**src/rtl/cpu_defs_pkg.sv**
```systemverilog
// Shared CPU definitions: divider FSM encodings and default datapath width.
package cpu_defs_pkg;

    localparam int unsigned DIV_WIDTH   = 32;
    localparam int unsigned DIV_STATE_W = 2;

    localparam logic [DIV_STATE_W-1:0] DIV_IDLE = 2'd0;
    localparam logic [DIV_STATE_W-1:0] DIV_BUSY = 2'd1;
    localparam logic [DIV_STATE_W-1:0] DIV_DONE = 2'd2;

endpackage

```
**src/rtl/div_sequencer_step.sv**
```systemverilog
// One restoring shift-subtract iteration of the unsigned divider datapath.
module div_step
    import cpu_defs_pkg::*;
#(
    parameter int unsigned WIDTH = DIV_WIDTH
) (
    input  logic [WIDTH-1:0] r_i,
    input  logic [WIDTH-1:0] q_i,
    input  logic [WIDTH-1:0] d_i,
    output logic [WIDTH-1:0] r_o,
    output logic [WIDTH-1:0] q_o
);

    logic [WIDTH:0] shifted;
    logic [WIDTH:0] diff;

    assign shifted = {r_i, q_i[WIDTH-1]};
    assign diff    = shifted - {1'b0, d_i};

    always_comb begin
        r_o = WIDTH'(shifted);
        q_o = {q_i[WIDTH-2:0], 1'b0};
        if (shifted >= {1'b0, d_i}) begin
            r_o = WIDTH'(diff);
            q_o = {q_i[WIDTH-2:0], 1'b1};
        end
    end

endmodule

```
**src/rtl/div_sequencer.sv**
```systemverilog
// Multi-cycle DIV/DIVU controller for the E stage: FSM, operand/sign capture, fix-up.
// Optional DIV_ZERO_FAST_EN: divide-by-zero goes IDLE -> DONE without iterating.
module div_sequencer
    import cpu_defs_pkg::*;
#(
    parameter int unsigned WIDTH = DIV_WIDTH,
    parameter int unsigned CNT_W = $clog2(WIDTH) + 1
) (
    input  logic             clk,
    input  logic             resetn,
    input  logic             start,
    input  logic             signed_op,
    input  logic [WIDTH-1:0] opa,
    input  logic [WIDTH-1:0] opb,
    input  logic             cancel,
    output logic             stall,
    output logic             done,
    output logic [WIDTH-1:0] quot,
    output logic [WIDTH-1:0] rem,
    output logic             busy
);

    logic [DIV_STATE_W-1:0] state_q, state_d;
    logic [CNT_W-1:0]       cnt_q, cnt_d;
    logic [WIDTH-1:0]       r_q, r_d;
    logic [WIDTH-1:0]       q_q, q_d;
    logic [WIDTH-1:0]       dvs_q, dvs_d;
    logic [WIDTH-1:0]       opa_q, opa_d;
    logic                   neg_quot_q, neg_quot_d;
    logic                   neg_rem_q, neg_rem_d;
    logic                   zero_q, zero_d;
    logic                   done_q, done_d;
    logic [WIDTH-1:0]       quot_q, quot_d;
    logic [WIDTH-1:0]       rem_q, rem_d;
    logic                   stall_c;

    logic [WIDTH-1:0]       opa_abs, opb_abs;
    logic [WIDTH-1:0]       step_r, step_q;

    function automatic logic [WIDTH-1:0] neg_if(input logic neg, input logic [WIDTH-1:0] x);
        return neg ? (WIDTH'(0) - x) : x;
    endfunction

    assign opa_abs = neg_if(signed_op & opa[WIDTH-1], opa);
    assign opb_abs = neg_if(signed_op & opb[WIDTH-1], opb);

    div_step #(.WIDTH(WIDTH)) u_step (
        .r_i (r_q),
        .q_i (q_q),
        .d_i (dvs_q),
        .r_o (step_r),
        .q_o (step_q)
    );

    // Next-state, datapath update and stall; cancel overrides everything.
    always_comb begin
        state_d    = state_q;
        cnt_d      = cnt_q;
        r_d        = r_q;
        q_d        = q_q;
        dvs_d      = dvs_q;
        opa_d      = opa_q;
        neg_quot_d = neg_quot_q;
        neg_rem_d  = neg_rem_q;
        zero_d     = zero_q;
        done_d     = 1'b0;
        quot_d     = quot_q;
        rem_d      = rem_q;
        stall_c    = 1'b0;

        case (state_q)
            DIV_IDLE: begin
                if (start && !cancel) begin
                    stall_c    = 1'b1;
                    q_d        = opa_abs;
                    dvs_d      = opb_abs;
                    opa_d      = opa;
                    r_d        = '0;
                    cnt_d      = '0;
                    neg_quot_d = signed_op & (opa[WIDTH-1] ^ opb[WIDTH-1]);
                    neg_rem_d  = signed_op & opa[WIDTH-1];
                    zero_d     = (opb == '0);
`ifdef DIV_ZERO_FAST_EN
                    if (opb == '0) begin
                        state_d = DIV_DONE;
                        done_d  = 1'b1;
                        quot_d  = '1;
                        rem_d   = opa;
                    end else begin
                        state_d = DIV_BUSY;
                    end
`else
                    state_d    = DIV_BUSY;
`endif
                end
            end
            DIV_BUSY: begin
                if (cancel) begin
                    state_d = DIV_IDLE;
                end else begin
                    stall_c = 1'b1;
                    r_d     = step_r;
                    q_d     = step_q;
                    cnt_d   = cnt_q + CNT_W'(1);
                    if (cnt_q == CNT_W'(WIDTH - 1)) begin
                        state_d = DIV_DONE;
                        done_d  = 1'b1;
                        quot_d  = zero_q ? '1    : neg_if(neg_quot_q, step_q);
                        rem_d   = zero_q ? opa_q : neg_if(neg_rem_q, step_r);
                    end
                end
            end
            DIV_DONE: begin
                state_d = DIV_IDLE;
            end
            default: begin
                state_d = DIV_IDLE;
            end
        endcase
    end

    always_ff @(posedge clk or negedge resetn) begin
        if (!resetn) begin
            state_q    <= DIV_IDLE;
            cnt_q      <= '0;
            r_q        <= '0;
            q_q        <= '0;
            dvs_q      <= '0;
            opa_q      <= '0;
            neg_quot_q <= 1'b0;
            neg_rem_q  <= 1'b0;
            zero_q     <= 1'b0;
            done_q     <= 1'b0;
            quot_q     <= '0;
            rem_q      <= '0;
        end else begin
            state_q    <= state_d;
            cnt_q      <= cnt_d;
            r_q        <= r_d;
            q_q        <= q_d;
            dvs_q      <= dvs_d;
            opa_q      <= opa_d;
            neg_quot_q <= neg_quot_d;
            neg_rem_q  <= neg_rem_d;
            zero_q     <= zero_d;
            done_q     <= done_d;
            quot_q     <= quot_d;
            rem_q      <= rem_d;
        end
    end

    // Stall is combinational, so reset must mask it to keep all outputs low.
    assign stall = stall_c & resetn;
    assign done  = done_q;
    assign quot  = quot_q;
    assign rem   = rem_q;
    assign busy  = (state_q != DIV_IDLE);

    a_start_held: assert property (
        @(posedge clk) disable iff (!resetn)
        (state_q == DIV_BUSY && !cancel) |-> start
    );

endmodule

```
**config.mk**
```make
export PLATFORM = sky130hd
export DESIGN_NAME = div_sequencer
export DESIGN_NICKNAME = d
export VERILOG_FILES = /design/src/rtl/cpu_defs_pkg.sv /design/src/rtl/div_sequencer_step.sv /design/src/rtl/div_sequencer.sv
export SDC_FILE = /design/constraint.sdc
export NUM_CORES = 1
export LEC_CHECK = 0
export ABC_AREA = 1
export CORE_MARGIN = 10
export CORE_UTILIZATION = 30
export CTS_CLUSTER_DIAMETER = 50
export CTS_CLUSTER_SIZE = 30
export DETAILED_ROUTE_END_ITERATION = 10
export HOLD_SLACK_MARGIN = 0.12
export SLEW_MARGIN = 5
export SYNTH_ARGS = -nofsm -noshare
export SYNTH_HDL_FRONTEND = slang
export SYNTH_HIERARCHICAL = 1
export SYNTH_SLANG_ARGS = --single-unit
```
**constraint.sdc**
```tcl
create_clock -name clk -period 3 [get_ports clk]
set_input_delay 0.9 -clock clk [delete_from_list [all_inputs] [get_ports clk]]
set_output_delay 0.9 -clock clk [all_outputs]
set_load 0.03 [all_outputs]
```
==> Word level (Yosys, flattened, before mapping) <==
Index checks and enable logic that the tools add are counted.
{ "word_totals": {"register_bits": 204, "latchBits": 0, "mem_bits_rw": 0, "rom_bits": 0, "inputBits": 69, "output_inout_bits": 67, "elab_cells": 67, "mem_count": 0} }
{ "op_classes": {"n_addsub": 6, "multipliers": 0, "n_div": 0, "magnitude_cmp": 1, "n_eq_ne": 5, "shift": 0, "mux": 27, "bitwise_logic": 6, "reduce_logical": 10} }
{ "ops": {"columns": ["operator", "n"], "rows": [
  ["two-way mux 32 bit", 11],
  ["case mux 32 bit (2 select lines)", 2],
  ["subtractor 1 x 32 -> 32 bit (first input constant)", 4],
  ["greater-or-equal comparator 33 x 32 -> 1 bit", 1],
  ["logical NOT 32 bit", 1],
  ["subtractor 32 bit", 1],
  ["two-way mux 6 bit", 2],
  ["case mux 6 bit (2 select lines)", 1],
  ["adder 6 x 1 -> 6 bit (second input constant)", 1],
  ["equality test 6 x 5 -> 1 bit (second input constant)", 1],
  ["two-way mux 1 bit", 6],
  ["two-way mux 2 bit", 3],
  ["AND reduction 3 bit", 2],
  ["AND 1 bit", 4],
  ["!= test 2 bit (second input constant)", 2],
  ["case mux 2 bit (2 select lines)", 1],
  ["AND reduction 2 bit", 2],
  ["nonzero test 2 bit", 2],
  ["!= test 3 bit (second input constant)", 1],
  ["equality test 2 x 1 -> 1 bit (second input constant)", 1],
  ["logical NOT 2 bit", 1],
  ["case mux 1 bit (2 select lines)", 1],
  ["logical AND 1 bit", 1],
  ["logical NOT 1 bit", 1],
  ["other kinds (2)", 2]
]} }

==> Depth between registers and ports, before layout <==
Gate-level depths: netlist of the first run.
{ "depth": {"depth_word": 5, "ltp_mapped": 28, "ltp_nobuf": 26} }

==> Hierarchy <==
The synthesis of the first run kept the hierarchy.
{ "by_module_without_submodules": {"columns": ["mod", "instances", "cells_per_inst", "area_each_um2", "seq_area_each_um2"], "rows": [
  ["div_sequencer", 1, 1758, 12065.3, 5104.9],
  ["div_step", 1, 678, 3393.3, 0.0]
]} }

==> Least setup slack after synthesis of the first run <==
OpenSTA, ideal clock, no wires.
{ "synth_path": {"path_type": "input-to-output", "startpoint": "in start", "endpoint": "out stall", "arrival_ns": 2.019, "required_ns": 2.100, "path_slack_ns": 0.081, "stages": 6, "n_path_buf": 2, "path_cell_list": "inv_1 -> nor3_4 -> nor2_2 -> buf_2 -> buf_2 -> nor2_1"} }
{ "synth_between": {"elab_chain_cells": 4} }
{ "synth_rtl": {"columns": ["item", "line_no", "source"], "rows": [
  ["from (decl)", "div_sequencer.sv:11", "input logic start,"],
  ["logical AND 1 bit", "div_sequencer.sv:73", "if (start && !cancel) begin"],
  ["two-way mux 1 bit", "div_sequencer.sv:73", null],
  ["case mux 1 bit (2 select lines)", "div_sequencer.sv:71", "case (state_q)"],
  ["AND 1 bit", "div_sequencer.sv:153", "assign stall = stall_c & resetn;"],
  ["to (decl)", "div_sequencer.sv:16", "output logic stall,"]
]} }
No other way between the ends.

==> Worst setup path after layout of the first run <==
{ "layout_path": {"startpoint": "reg r_q[22]", "endpoint": "reg rem_q[12] (netlist: rem[12])"} }
{ "layout_between": {"elab_chain_cells": 5} }
{ "layout_rtl": {"columns": ["item", "line_no", "source"], "rows": [
  ["from (decl)", "div_sequencer.sv:25", "logic [WIDTH-1:0] r_q, r_d;"],
  ["from (signal assigned)", "div_sequencer.sv:139", "r_q <= r_d;"],
  ["greater-or-equal comparator 33 x 32 -> 1 bit", "div_sequencer_step.sv:23", "if (shifted >= {1'b0, d_i}) begin"],
  ["two-way mux 32 bit", "div_sequencer_step.sv:23", null],
  ["named net step_r[0]", "div_sequencer.sv:38", "logic [WIDTH-1:0] step_r, step_q;"],
  ["subtractor 1 x 32 -> 32 bit", "div_sequencer.sv:41", "return neg ? (WIDTH'(0) - x) : x;"],
  ["two-way mux 32 bit", "div_sequencer.sv:41", null],
  ["two-way mux 32 bit", "div_sequencer.sv:109", "rem_d = zero_q ? opa_q : neg_if(neg_rem_q, step_r);"],
  ["to (signal assigned)", "div_sequencer.sv:148", "rem_q <= rem_d;"],
  ["to (decl)", "div_sequencer.sv:34", "logic [WIDTH-1:0] rem_q, rem_d;"]
]} }
The timed path passes the listed nets, and every way through them passes these cells.
A chain may end at the register's enable or synchronous reset.

==> results of run 1 <==
-- cell type report --
cell class / count / area (sq um)
repair buffers: 469 / 4110
clock inverters: 26 / 270
inverters: 341 / 1290
flip-flops and latches: 204 / 5110
multi-input cells: 1783 / 9550
fillers: 5258 / 29200
diodes: 2 / 5.00
clock buffers: 32 / 779
well taps: 680 / 851
-- sequential cells by signal, summed over array words and instances (netlist names) --
name,cells
neg_quot_q,1
state_q,2
opa_q,32
rem,32
quot,32
done,1
q_q,32
neg_rem_q,1
zero_q,1
dvs_q,32
r_q,32
cnt_q,6
-- cell usage after synthesis (8+ instances only) --
library cell,count
sky130_fd_sc_hd__xor2_1,27
sky130_fd_sc_hd__nor3_1,13
sky130_fd_sc_hd__o31ai_1,32
sky130_fd_sc_hd__nand4_1,31
sky130_fd_sc_hd__nand3_2,11
sky130_fd_sc_hd__clkbuf_1,36
sky130_fd_sc_hd__nor2_1,209
sky130_fd_sc_hd__or2_2,11
sky130_fd_sc_hd__nand3b_1,15
sky130_fd_sc_hd__ha_1,37
sky130_fd_sc_hd__and2_1,8
sky130_fd_sc_hd__o21ai_1,11
sky130_fd_sc_hd__nand2_1,822
sky130_fd_sc_hd__a21oi_1,125
sky130_fd_sc_hd__o21ai_0,143
sky130_fd_sc_hd__buf_2,31
sky130_fd_sc_hd__buf_4,32
sky130_fd_sc_hd__dfrtp_1,204
sky130_fd_sc_hd__nand3_1,222
sky130_fd_sc_hd__a31oi_1,9
sky130_fd_sc_hd__inv_1,330
sky130_fd_sc_hd__nor2_2,8
-- path summary, 6_finish.rpt --
kind / from / end / slack [ps] / depth (start not counted)
setup / recovery: r_q[22] / rem[12] / -140 / 22
hold / removal: resetn / rem[31] / 470 / 2
setup reg to reg: r_q[22] / rem[12] / -140 / 22
hold reg to reg: rem[23] / rem[23] / 480 / 2
max in group asynchronous: resetn / q_q[14] / 1720 / 2
min in group clk: rem[23] / rem[23] / 480 / 2
-- what timing repair did --
action                     CTS  global route
buffers inserted             8            15
setup endpoints to repair   46            56
pin swaps                   21            49
resized for setup          136           181
cloned                       1             3
-- metal layers --
layer  wire length (um)  global-route usage (%)  vias to the layer above
li1                   -                       -                     8529
met1              28200                    26.7                     7986
met2              26300                    28.9                      528
met3               3780                    2.91                       75
met4               1380                    5.20                        2
met5                 13                       0                        -
-- logic make-up (layout without fill, tap and decap cells) --
logic type / Yosys count / count (layout) / synth area share, %
and+or+nand+nor: 1373 / 1374 / 37.8
buffers and inverters: 450 / 868 / 12.3
AOI/OAI and AO/OA: 339 / 339 / 12.0
DFF: 204 / 204 / 33.0
adders and majority gates: 38 / 38 / 3.12
xor gates and xnor gates: 32 / 32 / 1.81
other: 0 / 2 / 0
-- power by group --
group          internal (mW)  switching, mW  total, mW
sequential              3.09          0.354       3.44
clock                   2.14           1.58       3.72
combinational           2.05           2.83       4.88
total                   7.28           4.76       12.0
-- per-stage QoR --
stage	setup WS, ps	hold WS [ps]	util, %	cell area (sq um)	TNS [ps]
final	-136	474	42.9	22000	-1670
after global routing	-294	482	42.9	22000	-6460
after CTS	-125	482	41.3	21200	-1590
after detailed placement	-459	469	38.1	19500	-17830
after global placement	-413	471	38.1	19500	-16700
after floorplan	81.4	443	-	15500	0
==> summary.json, run 1 <==
{
  "clk-insertion-delay-late": {"value": 600, "unit": "ps"},
  "vdd.ir_drop.worst": {"value": 0.491, "unit": "mV"},
  "initial_utilization": {"value": 30.2, "unit": "%"},
  "synth-main-ff-cell": {"value": "sky130_fd_sc_hd__dfrtp_1"},
  "synthesis.area_per_instance": {"value": 6.35, "unit": "sq um"},
  "route.antenna.remaining_nets": {"value": 0},
  "route.final.wire_length": {"value": 59600, "unit": "um"},
  "nets_final": {"value": 2937},
  "timing_hold_violations_final": {"value": 0},
  "fp-row-count": {"value": 83},
  "post-dp-hpwl": {"value": 45800, "unit": "um"},
  "drv_slew": {"value": 0},
  "worstSetupStartpointType": {"value": "flip-flop"},
  "yosysTopAreaCellShare": {"value": 33.0, "unit": "%"},
  "synth.largest_area_cell": {"value": "sky130_fd_sc_hd__dfrtp_1"},
  "tightestPinTransition": {"value": 964, "unit": "ps"},
  "synth_warnings": {"value": 6},
  "layout-drive-gt1-share": {"value": 23.7, "unit": "%"},
  "globalRouteOverflowTotal": {"value": 0},
  "cts.reportedPaths.clkPinSlew": {"value": 70, "unit": "ps"},
  "power_per_cell_area": {"value": 548, "unit": "nW/um^2"},
  "critical-path-top-cell-by-count": {"value": "sky130_fd_sc_hd__nand2_1"},
  "die-height": {"value": 247, "unit": "um"},
  "drc_violations_left": {"value": 0},
  "cts_made_buffers": {"value": 31},
  "critPathRequiredTime": {"value": 3490, "unit": "ps"},
  "finalClockSkew": {"value": 30.3, "unit": "ps"},
  "synth_seq_area_share": {"value": 33.0, "unit": "%"},
  "initialDrtViolationCount": {"value": 1309},
  "setup-violations-final": {"value": 26},
  "post-place-cells": {"value": 3452},
  "synth_area": {"value": 15500, "unit": "sq um"},
  "async_reset_ff_share": {"value": 100, "unit": "%"},
  "buffer_cell_driving_the_clock_tree_root": {"value": "sky130_fd_sc_hd__clkbuf_16"},
  "final_instance_count_without_filler_cells": {"value": 3537},
  "via_count": {"value": 17100},
  "crit_arrival": {"value": 3620, "unit": "ps"},
  "post_drt_via_cell_ratio": {"value": 4.84},
  "timing_limited_maximum_frequency": {"value": 319, "unit": "MHz"},
  "top_level_ports": {"value": 136},
  "critical_path_class": {"value": "reg2reg"},
  "area_growth_syn_to_layout": {"value": 42.1, "unit": "%"},
  "setup_repair_after_global_routing_missed_its_margin": {"value": "yes"},
  "worst-path-max-fanout": {"value": 8},
  "die_w": {"value": 247, "unit": "um"},
  "p_leak": {"value": 11.3, "unit": "nW"},
  "final.min_clock_period": {"value": 3140, "unit": "ps"},
  "mappedNetlistNets": {"value": 2543},
  "grt_antenna_before_repair": {"value": 2},
  "synth_enable_flop_cells": {"value": 0},
  "post_synth_num_cell_types": {"value": 50},
  "grt_pass1_vias": {"value": 16500},
  "core_area": {"value": 51200, "unit": "sq um"},
  "layout.cells.most_common": {"value": "sky130_fd_sc_hd__nand2_1"},
  "endpoint_kind": {"value": "flip-flop"},
  "final_critical_path_setup_slack": {"value": -136, "unit": "ps"},
  "cts-htree-levels": {"value": 1},
  "critical_path.max_stage_delay": {"value": 440, "unit": "ps"},
  "cts.hold.buffers_added": {"value": 0},
  "min_path_type": {"value": "in2async"},
  "die_area": {"value": 61000, "unit": "sq um"},
  "cp_cell_sequence": {"value": "ha_4 > nand2_1 > inv_1 > nand2_1 > nand2_1 > inv_2 > a21oi_4 > nor2_4 > nand2_8 > nand2_2 > o21ai_2 > inv_1 > ha_2 > nand3_2 > nand2_4 > nand2_2 > nor2_2 > buf_6 > xor2_1 > nand2_1 > nand2_2 > nand2_1"},
  "final_cell_mix": {"value": "750 x sky130_fd_sc_hd__nand2_1, 304 x sky130_fd_sc_hd__buf_4, 298 x sky130_fd_sc_hd__inv_1"},
  "critical-path-top-delay-family": {"value": "simple AND/OR/NAND/NOR gates"},
  "yosys_register_bits": {"value": 204},
  "routed_wire_length_per_instance": {"value": 16.9, "unit": "um"},
  "grt_max_degree": {"value": 169},
  "detailedRoute.firstPassIterationCount": {"value": 5},
  "tritoncts": {"value": "yes"},
  "report.power.total": {"value": 12.0, "unit": "mW"},
  "outcome": {"value": "finished, violations left"},
  "post_synth_main_area_contributors": {"value": "sky130_fd_sc_hd__dfrtp_1 33%, sky130_fd_sc_hd__nand2_1 20%, sky130_fd_sc_hd__inv_1 8.0%"},
  "gpl_wtd_cong": {"value": 0.952},
  "cp_slowest_cell": {"value": "sky130_fd_sc_hd__dfrtp_1"},
  "grt_pass1_wl": {"value": 91500, "unit": "um"},
  "drv_cap": {"value": 0},
  "syn_inst": {"value": 2436},
  "tritoncts_num_sinks": {"value": 204},
  "cts_buffer_depth": {"value": 3},
  "timing.final.crit_share": {"value": 105, "unit": "%"},
  "failed_checks": {"value": "setup timing"},
  "buffer_ports.inserted": {"value": 135},
  "global_route.usage.total": {"value": 18.8, "unit": "%"},
  "buffers_inverters_on_critical_path": {"value": 4},
  "timing.slew.headroom": {"value": 35.7, "unit": "%"}
}
Power figures use the tool's default switching activity.
==> inputs of run 2 (changes only) <==
--- a/config.mk
+++ b/config.mk
@@ -6,14 +6,14 @@
 export NUM_CORES = 1
 export LEC_CHECK = 0
 export ABC_AREA = 1
+export ABC_CLOCK_PERIOD_IN_PS = 3000
 export CORE_MARGIN = 10
 export CORE_UTILIZATION = 30
 export CTS_CLUSTER_DIAMETER = 50
 export CTS_CLUSTER_SIZE = 30
 export DETAILED_ROUTE_END_ITERATION = 10
 export HOLD_SLACK_MARGIN = 0.12
-export SLEW_MARGIN = 5
+export SLEW_MARGIN = 15
 export SYNTH_ARGS = -nofsm -noshare
 export SYNTH_HDL_FRONTEND = slang
-export SYNTH_HIERARCHICAL = 1
 export SYNTH_SLANG_ARGS = --single-unit
==> run 2 against run 1 <==
  * The flow still finishes with violations (setup timing)
  * Non-clock buffer count grew 20
  * Clock skew shrank 5.6 ps
  * Register-to-register slack lost 140 ps
  * Sequential power increased by 12%
  * Count of clock-buffer cells in the layout down 2
  * Critical path depth grew 1
  * Synthesized cell count is 13% lower
  * Flip-flop and latch count unchanged
  * First-iteration DRC count down 18%
  * Setup slack worse by 140 ps
  * Core utilization grew 1.5 points
  * Design area decreased by 5.7%
  * Critical path type unchanged
  * Largest cell class unchanged
==> summary.json, run 2 <==
{
  "crit_arrival": {"value": 3790, "unit": "ps", "change": "was 3620 ps"},
  "worstSetupStartpointType": {"value": "flip-flop", "change": "unchanged"},
  "grt_max_degree": {"value": 173, "change": "was 169"},
  "failed_checks": {"value": "setup timing", "change": "unchanged"},
  "synth_seq_area_share": {"value": 35.9, "unit": "%", "change": "was 33.0%"},
  "syn_inst": {"value": 2125, "change": "was 2436"},
  "die_area": {"value": 56500, "unit": "sq um", "change": "was 61000 sq um"},
  "drv_slew": {"value": 0, "change": "unchanged"},
  "timing.slew.headroom": {"value": 34.7, "unit": "%", "change": "was 35.7%"},
  "globalRouteOverflowTotal": {"value": 0, "change": "unchanged"},
  "area_growth_syn_to_layout": {"value": 45.8, "unit": "%", "change": "was 42.1%"},
  "async_reset_ff_share": {"value": 100, "unit": "%", "change": "unchanged"},
  "global_route.usage.total": {"value": 18.8, "unit": "%", "change": "about the same"},
  "netSwitchingFraction": {"value": 46.0, "unit": "%", "change": "was 39.6%"},
  "tritoncts_num_sinks": {"value": 204, "change": "unchanged"},
  "power.clock.fraction": {"value": 16.8, "unit": "%", "change": "was 30.9%"},
  "min_path_type": {"value": "in2async", "change": "unchanged"},
  "initialDrtViolationCount": {"value": 1071, "change": "was 1309"},
  "grt_pass1_wl": {"value": 85100, "unit": "um", "change": "was 91500 um"},
  "power_per_cell_area": {"value": 1040, "unit": "nW/um^2", "change": "was 548 nW/um^2"},
  "finalClockSkew": {"value": 24.8, "unit": "ps", "change": "was 30.3 ps"},
  "final_critical_path_setup_slack": {"value": -272, "unit": "ps", "change": "was -136 ps"},
  "synthesis.area_per_instance": {"value": 6.69, "unit": "sq um", "change": "was 6.35 sq um"},
  "post_dp_cell_area": {"value": 19000, "unit": "sq um", "change": "was 19500 sq um"},
  "simple_logic_cell_fraction_of_the_synthesized_area": {"value": 31.8, "unit": "%", "change": "was 37.8%"},
  "worst-path-max-fanout": {"value": 4, "change": "was 8"},
  "synth_xor_area_share": {"value": 3.94, "unit": "%", "change": "was 1.81%"},
  "synth_area": {"value": 14200, "unit": "sq um", "change": "was 15500 sq um"},
  "post_synth_num_cell_types": {"value": 51, "change": "was 50"},
  "num-fill-cells": {"value": 4798, "change": "was 5258"},
  "drv_cap": {"value": 0, "change": "unchanged"},
  "timing_hold_violations_final": {"value": 0, "change": "unchanged"},
  "power_report.internal_total": {"value": 11.6, "unit": "mW", "change": "was 7.28 mW"},
  "post_drt_via_cell_ratio": {"value": 4.78, "change": "was 4.84"},
  "dr_wl_met3": {"value": 3030, "unit": "um", "change": "was 3780 um"},
  "synth.mux.area_fraction": {"value": 0, "unit": "%", "change": "unchanged"},
  "grt_pass1_vias": {"value": 15100, "change": "was 16500"},
  "outcome": {"value": "finished, violations left", "change": "unchanged"},
  "die-height": {"value": 238, "unit": "um", "change": "was 247 um"},
  "fin_util": {"value": 44.4, "unit": "%", "change": "was 42.9%"},
  "endpoint_kind": {"value": "flip-flop", "change": "unchanged"},
  "multi_input_area": {"value": 8660, "unit": "sq um", "change": "was 9550 sq um"},
  "grt_antenna_before_repair": {"value": 0, "change": "was 2"},
  "tritoncts": {"value": "yes", "change": "unchanged"},
  "timing_limited_maximum_frequency": {"value": 306, "unit": "MHz", "change": "was 319 MHz"},
  "final_cell_mix": {"value": "612 x sky130_fd_sc_hd__nand2_1, 344 x sky130_fd_sc_hd__buf_4, 241 x sky130_fd_sc_hd__inv_1", "change": "was 750 x sky130_fd_sc_hd__nand2_1, 304 x sky130_fd_sc_hd__buf_4, 298 x sky130_fd_sc_hd__inv_1"},
  "comb_power_share": {"value": 65.3, "unit": "%", "change": "was 40.5%"},
  "finish.instance_area": {"value": 20700, "unit": "sq um", "change": "was 22000 sq um"},
  "synth_enable_flop_cells": {"value": 0, "change": "unchanged"},
  "r2r-start": {"value": "r_q[15]", "change": "was r_q[22]"},
  "detailedRoute.firstPassIterationCount": {"value": 6, "change": "was 5"},
  "synth_top_family_by_area": {"value": "simple AND/OR/NAND/NOR gates", "change": "unchanged"},
  "cts-htree-levels": {"value": 1, "change": "unchanged"},
  "critPathRequiredTime": {"value": 3520, "unit": "ps", "change": "was 3490 ps"},
  "core_area": {"value": 46700, "unit": "sq um", "change": "was 51200 sq um"},
  "cts.reportedPaths.clkPinSlew": {"value": 60, "unit": "ps", "change": "was 70 ps"},
  "p_leak": {"value": 10.3, "unit": "nW", "change": "was 11.3 nW"},
  "fp-row-count": {"value": 79, "change": "was 83"},
  "synth_warnings": {"value": 0, "change": "was 6"},
  "vdd.ir_drop.worst": {"value": 0.542, "unit": "mV", "change": "was 0.491 mV"},
  "rrSetupSlack": {"value": -270, "unit": "ps", "change": "was -140 ps"},
  "met2_wirelength": {"value": 25400, "unit": "um", "change": "was 26300 um"},
  "cts_made_buffers": {"value": 28, "change": "was 31"},
  "drt-met1-wl": {"value": 24500, "unit": "um", "change": "was 28200 um"},
  "synthMostInstantiatedCell": {"value": "sky130_fd_sc_hd__nand2_1", "change": "unchanged"},
  "critPathLaunch": {"value": "r_q[15]", "change": "was r_q[22]"},
  "synth.largest_area_cell": {"value": "sky130_fd_sc_hd__dfrtp_1", "change": "unchanged"},
  "synth-adder-area-share": {"value": 3.40, "unit": "%", "change": "was 3.12%"},
  "buffer_ports.inserted": {"value": 135, "change": "unchanged"},
  "seqPwrFrac": {"value": 17.9, "unit": "%", "change": "was 28.6%"},
  "gpl_wtd_cong": {"value": 0.949, "change": "was 0.952"},
  "cts_buffer_depth": {"value": 3, "change": "unchanged"},
  "route.final.wire_length": {"value": 54300, "unit": "um", "change": "was 59600 um"},
  "mappedNetlistNets": {"value": 2232, "change": "was 2543"},
  "buffer_cell_driving_the_clock_tree_root": {"value": "sky130_fd_sc_hd__clkbuf_16", "change": "unchanged"},
  "clk-insertion-delay-late": {"value": 590, "unit": "ps", "change": "was 600 ps"},
  "critical_path_class": {"value": "reg2reg", "change": "unchanged"},
  "tightestPinTransition": {"value": 980, "unit": "ps", "change": "was 964 ps"},
  "final.min_clock_period": {"value": 3270, "unit": "ps", "change": "was 3140 ps"},
  "top_level_ports": {"value": 136, "change": "unchanged"},
  "nets_final": {"value": 2677, "change": "was 2937"},
  "yosysTopAreaCellShare": {"value": 35.9, "unit": "%", "change": "was 33.0%"},
  "routed_wire_length_per_instance": {"value": 17.0, "unit": "um", "change": "was 16.9 um"},
  "synth-main-ff-cell": {"value": "sky130_fd_sc_hd__dfrtp_1", "change": "unchanged"},
  "yosys_register_bits": {"value": 204, "change": "unchanged"},
  "register_area": {"value": 5120, "unit": "sq um", "change": "was 5110 sq um"},
  "route.antenna.remaining_nets": {"value": 0, "change": "unchanged"},
  "setup_repair_after_global_routing_missed_its_margin": {"value": "yes", "change": "unchanged"},
  "post_synth_main_area_contributors": {"value": "sky130_fd_sc_hd__dfrtp_1 36%, sky130_fd_sc_hd__nand2_1 17%, sky130_fd_sc_hd__o21ai_0 7.3%", "change": "was sky130_fd_sc_hd__dfrtp_1 33%, sky130_fd_sc_hd__nand2_1 20%, sky130_fd_sc_hd__inv_1 8.0%"},
  "setup-violations-final": {"value": 29, "change": "was 26"},
  "report.power.total": {"value": 21.5, "unit": "mW", "change": "was 12.0 mW"},
  "layout-drive-gt1-share": {"value": 25.5, "unit": "%", "change": "was 23.7%"},
  "synth_compound_gate_area_share": {"value": 15.2, "unit": "%", "change": "was 12.0%"},
  "highest-signal-layer": {"value": "met4", "change": "was met5"},
  "post-dp-hpwl": {"value": 43200, "unit": "um", "change": "was 45800 um"},
  "timing.final.crit_share": {"value": 109, "unit": "%", "change": "was 105%"},
  "via_count": {"value": 15300, "change": "was 17100"},
  "layout.cells.most_common": {"value": "sky130_fd_sc_hd__nand2_1", "change": "unchanged"},
  "drc_violations_left": {"value": 0, "change": "unchanged"},
  "initial_utilization": {"value": 30.5, "unit": "%", "change": "was 30.2%"},
  "die_w": {"value": 238, "unit": "um", "change": "was 247 um"},
  "antennaDiodeCount": {"value": 0, "change": "was 2"},
  "synthTopCellsByCount": {"value": "660 x sky130_fd_sc_hd__nand2_1, 267 x sky130_fd_sc_hd__inv_1, 206 x sky130_fd_sc_hd__o21ai_0", "change": "was 822 x sky130_fd_sc_hd__nand2_1, 330 x sky130_fd_sc_hd__inv_1, 222 x sky130_fd_sc_hd__nand3_1"},
  "cts.hold.buffers_added": {"value": 0, "change": "unchanged"},
  "total_switching_power": {"value": 9.91, "unit": "mW", "change": "was 4.76 mW"}
}
==> run 2: changes by cell type in the layout (fill, tap and decap cells not counted), sizes merged, moves of 13 or more <==
cell	before	now
nand2	832	683
nand3	233	111
o21ai	154	225
inv	352	284
a21oi	125	89
o31ai	32	1
buf	332	355
xor2	27	49
o211ai	7	24
o22ai	5	22
nand4	31	17
nor3	17	30
==> run 2: path summary, 6_finish.rpt <==
kind                        endpoint  cells past startpoint
min in group clk           opa_q[10]                      2
max in group asynchronous    r_q[20]                      2
max                         quot[30]                     23
max reg2reg                 quot[30]                     23
min reg2reg                opa_q[10]                      2
min                         dvs_q[4]                      2
==> run 2: kinds of logic (layout without fill, tap and decap cells) <==
family                     count (synthesis)  after routing
DFF                                      204            204
and+or+nand+nor                         1074           1074
xor gates and xnor gates                  64             64
buffers and inverters                    351            818
AOI/OAI and AO/OA                        394            394
adders and majority gates                 38             38
==> run 2: layout make-up <==
class	count	area share (%)
well taps	607	3.66
clock buffers	30	3.42
multi-input cells	1570	41.8
clock inverters	22	1.44
flip-flops and latches	204	24.7
inverters	277	5.04
repair buffers	489	19.9
==> run 2: power groups by stage <==
stage	clock network (mW)	registers (mW)	logic, mW
global route	3.82	3.90	15.5
CTS	3.69	3.85	13.6
detailed placement	0	3.86	12.9
floorplan	0	3.73	6.96
global placement	0	3.86	12.8
finish	3.61	3.85	14.1
==> run 2: through the flow <==
step           hold WS (ps)  cells  TNS, ps  setup slack [ps]
6_report                390   3199    -3340              -272
5_1_grt                 406   3199   -11440              -495
4_1_cts                 390   3191    -3170              -295
3_5_place_dp            454   3128   -22300              -595
3_3_place_gp            454   3128   -19730              -621
2_1_floorplan           437   2125     -311              -133
==> run 2: critical path: stages, from the launching register on <==
cell,delay (ps)
sky130_fd_sc_hd__dfrtp_2,450
sky130_fd_sc_hd__ha_4,280
sky130_fd_sc_hd__nand2_1,70
sky130_fd_sc_hd__nand2_1,60
sky130_fd_sc_hd__inv_1,60
sky130_fd_sc_hd__nand2_1,100
sky130_fd_sc_hd__a21oi_4,170
sky130_fd_sc_hd__nand2_4,80
sky130_fd_sc_hd__nand2_4,80
sky130_fd_sc_hd__nand2_4,80
sky130_fd_sc_hd__inv_6,100
sky130_fd_sc_hd__ha_4,150
sky130_fd_sc_hd__nand2_4,60
sky130_fd_sc_hd__nor2_4,100
sky130_fd_sc_hd__nand2_2,90
sky130_fd_sc_hd__nor4_4,280
sky130_fd_sc_hd__buf_4,170
sky130_fd_sc_hd__nor2_2,50
sky130_fd_sc_hd__a21oi_2,190
sky130_fd_sc_hd__o21ai_2,110
sky130_fd_sc_hd__a21oi_2,140
sky130_fd_sc_hd__xor2_1,190
sky130_fd_sc_hd__o22ai_1,90
sky130_fd_sc_hd__inv_1,60
==> run 2: per-layer routing <==
layer,global-route usage (%),vias up
met3,3.04,73
met1,24.7,7111
met2,31.2,377
met5,0,-
met4,5.67,0
li1,-,7735
==> run 2: timing repair <==
item                                   in CTS  in global routing
endpoints found under the hold margin       0                  0
setup endpoints to repair                  44                 66
buffers inserted                           12                  9
gates resized for setup                    99                 73
pin swaps                                  28                 26
==> inputs of run 3 (changes only) <==
--- a/config.mk
+++ b/config.mk
@@ -13,6 +13,7 @@
 export CTS_CLUSTER_SIZE = 30
 export DETAILED_ROUTE_END_ITERATION = 10
 export HOLD_SLACK_MARGIN = 0.12
+export RECOVER_POWER = 50
 export SLEW_MARGIN = 15
 export SYNTH_ARGS = -nofsm -noshare
 export SYNTH_HDL_FRONTEND = slang
==> constraint.sdc (replaced) <==
create_clock -name clk -period 3 [get_ports clk]
set_input_delay 0.9 -clock clk [delete_from_list [all_inputs] [get_ports clk]]
set_output_delay 0.9 -clock clk [all_outputs]
set_load 0.005 [all_outputs]
==> run 3 against run 2 <==
  * The run ends with capacitance limit, slew limit, setup timing left
  * Non-clock buffer count rose by 20
  * Fmax decreased by 1.3%
  * Register-to-register slack got worse by 40 ps
  * Combinational power increased by 13%
  * Largest power group unchanged
==> summary.json, run 3 (synthesis results as in run 2) <==
{
  "outcome": {"value": "finished, violations left", "change": "unchanged"},
  "failed_checks": {"value": "capacitance limit, slew limit, setup timing", "change": "was setup timing"},
  "setup-tns-final": {"value": -9630, "unit": "ps", "change": "was -3340 ps"},
  "initialDrtViolationCount": {"value": 1223, "change": "was 1071"},
  "final_cell_mix": {"value": "567 x sky130_fd_sc_hd__nand2_1, 337 x sky130_fd_sc_hd__buf_4, 242 x sky130_fd_sc_hd__inv_1", "change": "was 612 x sky130_fd_sc_hd__nand2_1, 344 x sky130_fd_sc_hd__buf_4, 241 x sky130_fd_sc_hd__inv_1"},
  "timing.final.crit_share": {"value": 111, "unit": "%", "change": "was 109%"},
  "final_instance_count_without_filler_cells": {"value": 3226, "change": "was 3199"},
  "setup_repair_after_global_routing_missed_its_margin": {"value": "yes", "change": "unchanged"},
  "rrSetupSlack": {"value": -320, "unit": "ps", "change": "was -270 ps"},
  "post_drt_via_cell_ratio": {"value": 4.88, "change": "was 4.78"},
  "cts_made_buffers": {"value": 31, "change": "was 28"},
  "crit_arrival": {"value": 3780, "unit": "ps", "change": "was 3790 ps"},
  "num-fill-cells": {"value": 4664, "change": "was 4798"},
  "tightestPinTransition": {"value": 1510, "unit": "ps", "change": "was 980 ps"},
  "critical_path_class": {"value": "reg2reg", "change": "unchanged"},
  "detailedRoute.firstPassIterationCount": {"value": 5, "change": "was 6"},
  "die_w": {"value": 238, "unit": "um", "change": "unchanged"},
  "finalClockSkew": {"value": 29.1, "unit": "ps", "change": "was 24.8 ps"},
  "grt_max_degree": {"value": 162, "change": "was 173"},
  "cts-htree-levels": {"value": 1, "change": "unchanged"},
  "final_critical_path_setup_slack": {"value": -315, "unit": "ps", "change": "was -272 ps"},
  "tritoncts": {"value": "yes", "change": "unchanged"},
  "cts.reportedPaths.clkPinSlew": {"value": 70, "unit": "ps", "change": "was 60 ps"},
  "cts.hold.buffers_added": {"value": 0, "change": "unchanged"},
  "drv_cap": {"value": 1, "change": "was 0"},
  "worst-path-max-fanout": {"value": 5, "change": "was 4"},
  "final.min_clock_period": {"value": 3320, "unit": "ps", "change": "was 3270 ps"},
  "post-place-cells": {"value": 3113, "change": "was 3128"},
  "power_per_cell_area": {"value": 1090, "unit": "nW/um^2", "change": "was 1040 nW/um^2"},
  "multi_input_area": {"value": 9260, "unit": "sq um", "change": "was 8660 sq um"},
  "global_route.usage.total": {"value": 18.9, "unit": "%", "change": "was 18.8%"},
  "vdd.ir_drop.worst": {"value": 0.718, "unit": "mV", "change": "was 0.542 mV"},
  "post-dp-hpwl": {"value": 42800, "unit": "um", "change": "was 43200 um"},
  "drc_violations_left": {"value": 0, "change": "unchanged"},
  "clk-insertion-delay-late": {"value": 590, "unit": "ps", "change": "about the same"},
  "top_level_ports": {"value": 136, "change": "unchanged"},
  "crit-reg2reg-capture": {"value": "quot[24]", "change": "was quot[30]"},
  "r2r-start": {"value": "dvs_q[30]", "change": "was r_q[15]"},
  "nets_final": {"value": 2700, "change": "was 2677"},
  "setup-violations-final": {"value": 108, "change": "was 29"},
  "route.antenna.remaining_nets": {"value": 0, "change": "unchanged"},
  "timing_hold_violations_final": {"value": 0, "change": "unchanged"},
  "layout-drive-gt1-share": {"value": 29.7, "unit": "%", "change": "was 25.5%"},
  "buffer_cell_driving_the_clock_tree_root": {"value": "sky130_fd_sc_hd__clkbuf_16", "change": "unchanged"},
  "worstSetupStartpointType": {"value": "flip-flop", "change": "unchanged"},
  "critPathLaunch": {"value": "dvs_q[30]", "change": "was r_q[15]"},
  "initial_utilization": {"value": 30.5, "unit": "%", "change": "unchanged"},
  "fp-row-count": {"value": 79, "change": "unchanged"},
  "grt_pass1_wl": {"value": 85900, "unit": "um", "change": "was 85100 um"},
  "timing.hold.ws": {"value": 469, "unit": "ps", "change": "was 390 ps"},
  "crit_path_end": {"value": "quot[24]", "change": "was quot[30]"},
  "core_area": {"value": 46700, "unit": "sq um", "change": "unchanged"},
  "die-height": {"value": 238, "unit": "um", "change": "unchanged"},
  "globalRouteOverflowTotal": {"value": 0, "change": "unchanged"},
  "drv_slew": {"value": 29, "change": "was 0"},
  "p_leak": {"value": 10.6, "unit": "nW", "change": "was 10.3 nW"},
  "min_path_type": {"value": "reg2reg", "change": "was in2async"},
  "die_area": {"value": 56500, "unit": "sq um", "change": "unchanged"},
  "grt_pass1_vias": {"value": 15300, "change": "was 15100"},
  "layout.cells.most_common": {"value": "sky130_fd_sc_hd__nand2_1", "change": "unchanged"},
  "report.power.total": {"value": 23.7, "unit": "mW", "change": "was 21.5 mW"},
  "ff2ff_path_depth": {"value": 24, "change": "was 23"},
  "timing.slew.headroom": {"value": -0.549, "unit": "%", "change": "was 34.7%"},
  "critPathRequiredTime": {"value": 3460, "unit": "ps", "change": "was 3520 ps"},
  "register_area": {"value": 5120, "unit": "sq um", "change": "about the same"},
  "routed_wire_length_per_instance": {"value": 17.3, "unit": "um", "change": "was 17.0 um"},
  "buffer_ports.inserted": {"value": 135, "change": "unchanged"},
  "tritoncts_num_sinks": {"value": 204, "change": "unchanged"},
  "grt_antenna_before_repair": {"value": 1, "change": "was 0"},
  "endpoint_kind": {"value": "flip-flop", "change": "unchanged"},
  "route.final.wire_length": {"value": 55900, "unit": "um", "change": "was 54300 um"},
  "timing_limited_maximum_frequency": {"value": 302, "unit": "MHz", "change": "was 306 MHz"},
  "area_growth_syn_to_layout": {"value": 52.6, "unit": "%", "change": "was 45.8%"},
  "cts_buffer_depth": {"value": 3, "change": "unchanged"},
  "gpl_wtd_cong": {"value": 0.940, "change": "was 0.949"},
  "via_count": {"value": 15700, "change": "was 15300"}
}
[run 3: power breakdown]
group	switching (mW)	leakage [nW]	internal, mW
Clock	1.54	0.534	2.34
Sequential	0.565	2.59	3.28
Combinational	8.74	7.48	7.21
[run 3: worst min path at each step]
stage,start,end,cells past startpoint
finish,opa_q[10],opa_q[10],2
global route,opa_q[26],opa_q[26],2
CTS,resetn,dvs_q[1],2
detailed placement,opa_q[10],opa_q[10],2
global placement,opa_q[10],opa_q[10],2
floorplan,opa_q[10],opa_q[10],2
[run 3: final cells by class]
cell class | instances | area share [%]
Clock buffer | 35 | 3.74
Sequential cell | 204 | 23.6
Inverter | 277 | 4.86
Timing Repair Buffer | 509 | 20.2
Tap cell | 607 | 3.50
Antenna cell | 1 | 0.0115
Multi-Input combinational cell | 1570 | 42.7
Clock inverter | 23 | 1.36
[run 3: critical path, cell delays in order (launching register included)]
cell                       delay, ps
sky130_fd_sc_hd__dfrtp_1         390
sky130_fd_sc_hd__inv_2           110
sky130_fd_sc_hd__ha_4            230
sky130_fd_sc_hd__nand2_1          60
sky130_fd_sc_hd__nand2_1          70
sky130_fd_sc_hd__inv_1            60
sky130_fd_sc_hd__o21ai_0          90
sky130_fd_sc_hd__a21oi_2         150
sky130_fd_sc_hd__nand2_2          80
sky130_fd_sc_hd__nor2_4          190
sky130_fd_sc_hd__nand2_8         100
sky130_fd_sc_hd__clkinv_8         80
sky130_fd_sc_hd__ha_4            140
sky130_fd_sc_hd__nand2_4          60
sky130_fd_sc_hd__nor2_4          100
sky130_fd_sc_hd__nand2_2          90
sky130_fd_sc_hd__nor4_4          300
sky130_fd_sc_hd__nand2_2         140
sky130_fd_sc_hd__nor4_4          150
sky130_fd_sc_hd__buf_4           170
sky130_fd_sc_hd__nor2_4           40
sky130_fd_sc_hd__buf_6           120
sky130_fd_sc_hd__xor2_2          130
sky130_fd_sc_hd__o22ai_1         120
sky130_fd_sc_hd__inv_1            50
[run 3: layer usage]
metal | global-route usage, % | vias up | share of wire, %
li1 | - | 7790 | -
met5 | 0 | - | 0
met3 | 3.16 | 87 | 5.2
met1 | 24.3 | 7469 | 44
met4 | 6.95 | 0 | 3.2
met2 | 31.4 | 403 | 47
[run 3: stage by stage]
stage	area (sq um)	util [%]	setup WS (ps)
6_report	21700	46.5	-315
3_5_place_dp	18900	40.5	-622
4_1_cts	20400	43.7	-268
5_1_grt	21700	46.5	-470
2_1_floorplan	14600	-	-133
3_3_place_gp	18900	40.5	-671
[run 3: repair_timing]
action                                  CTS  global route
pin swaps                                21           117
cloned                                    1             2
resized for setup                        89           275
endpoints found under the setup margin   47            66
buffers inserted                         11            43
hold endpoints to repair                  0             0
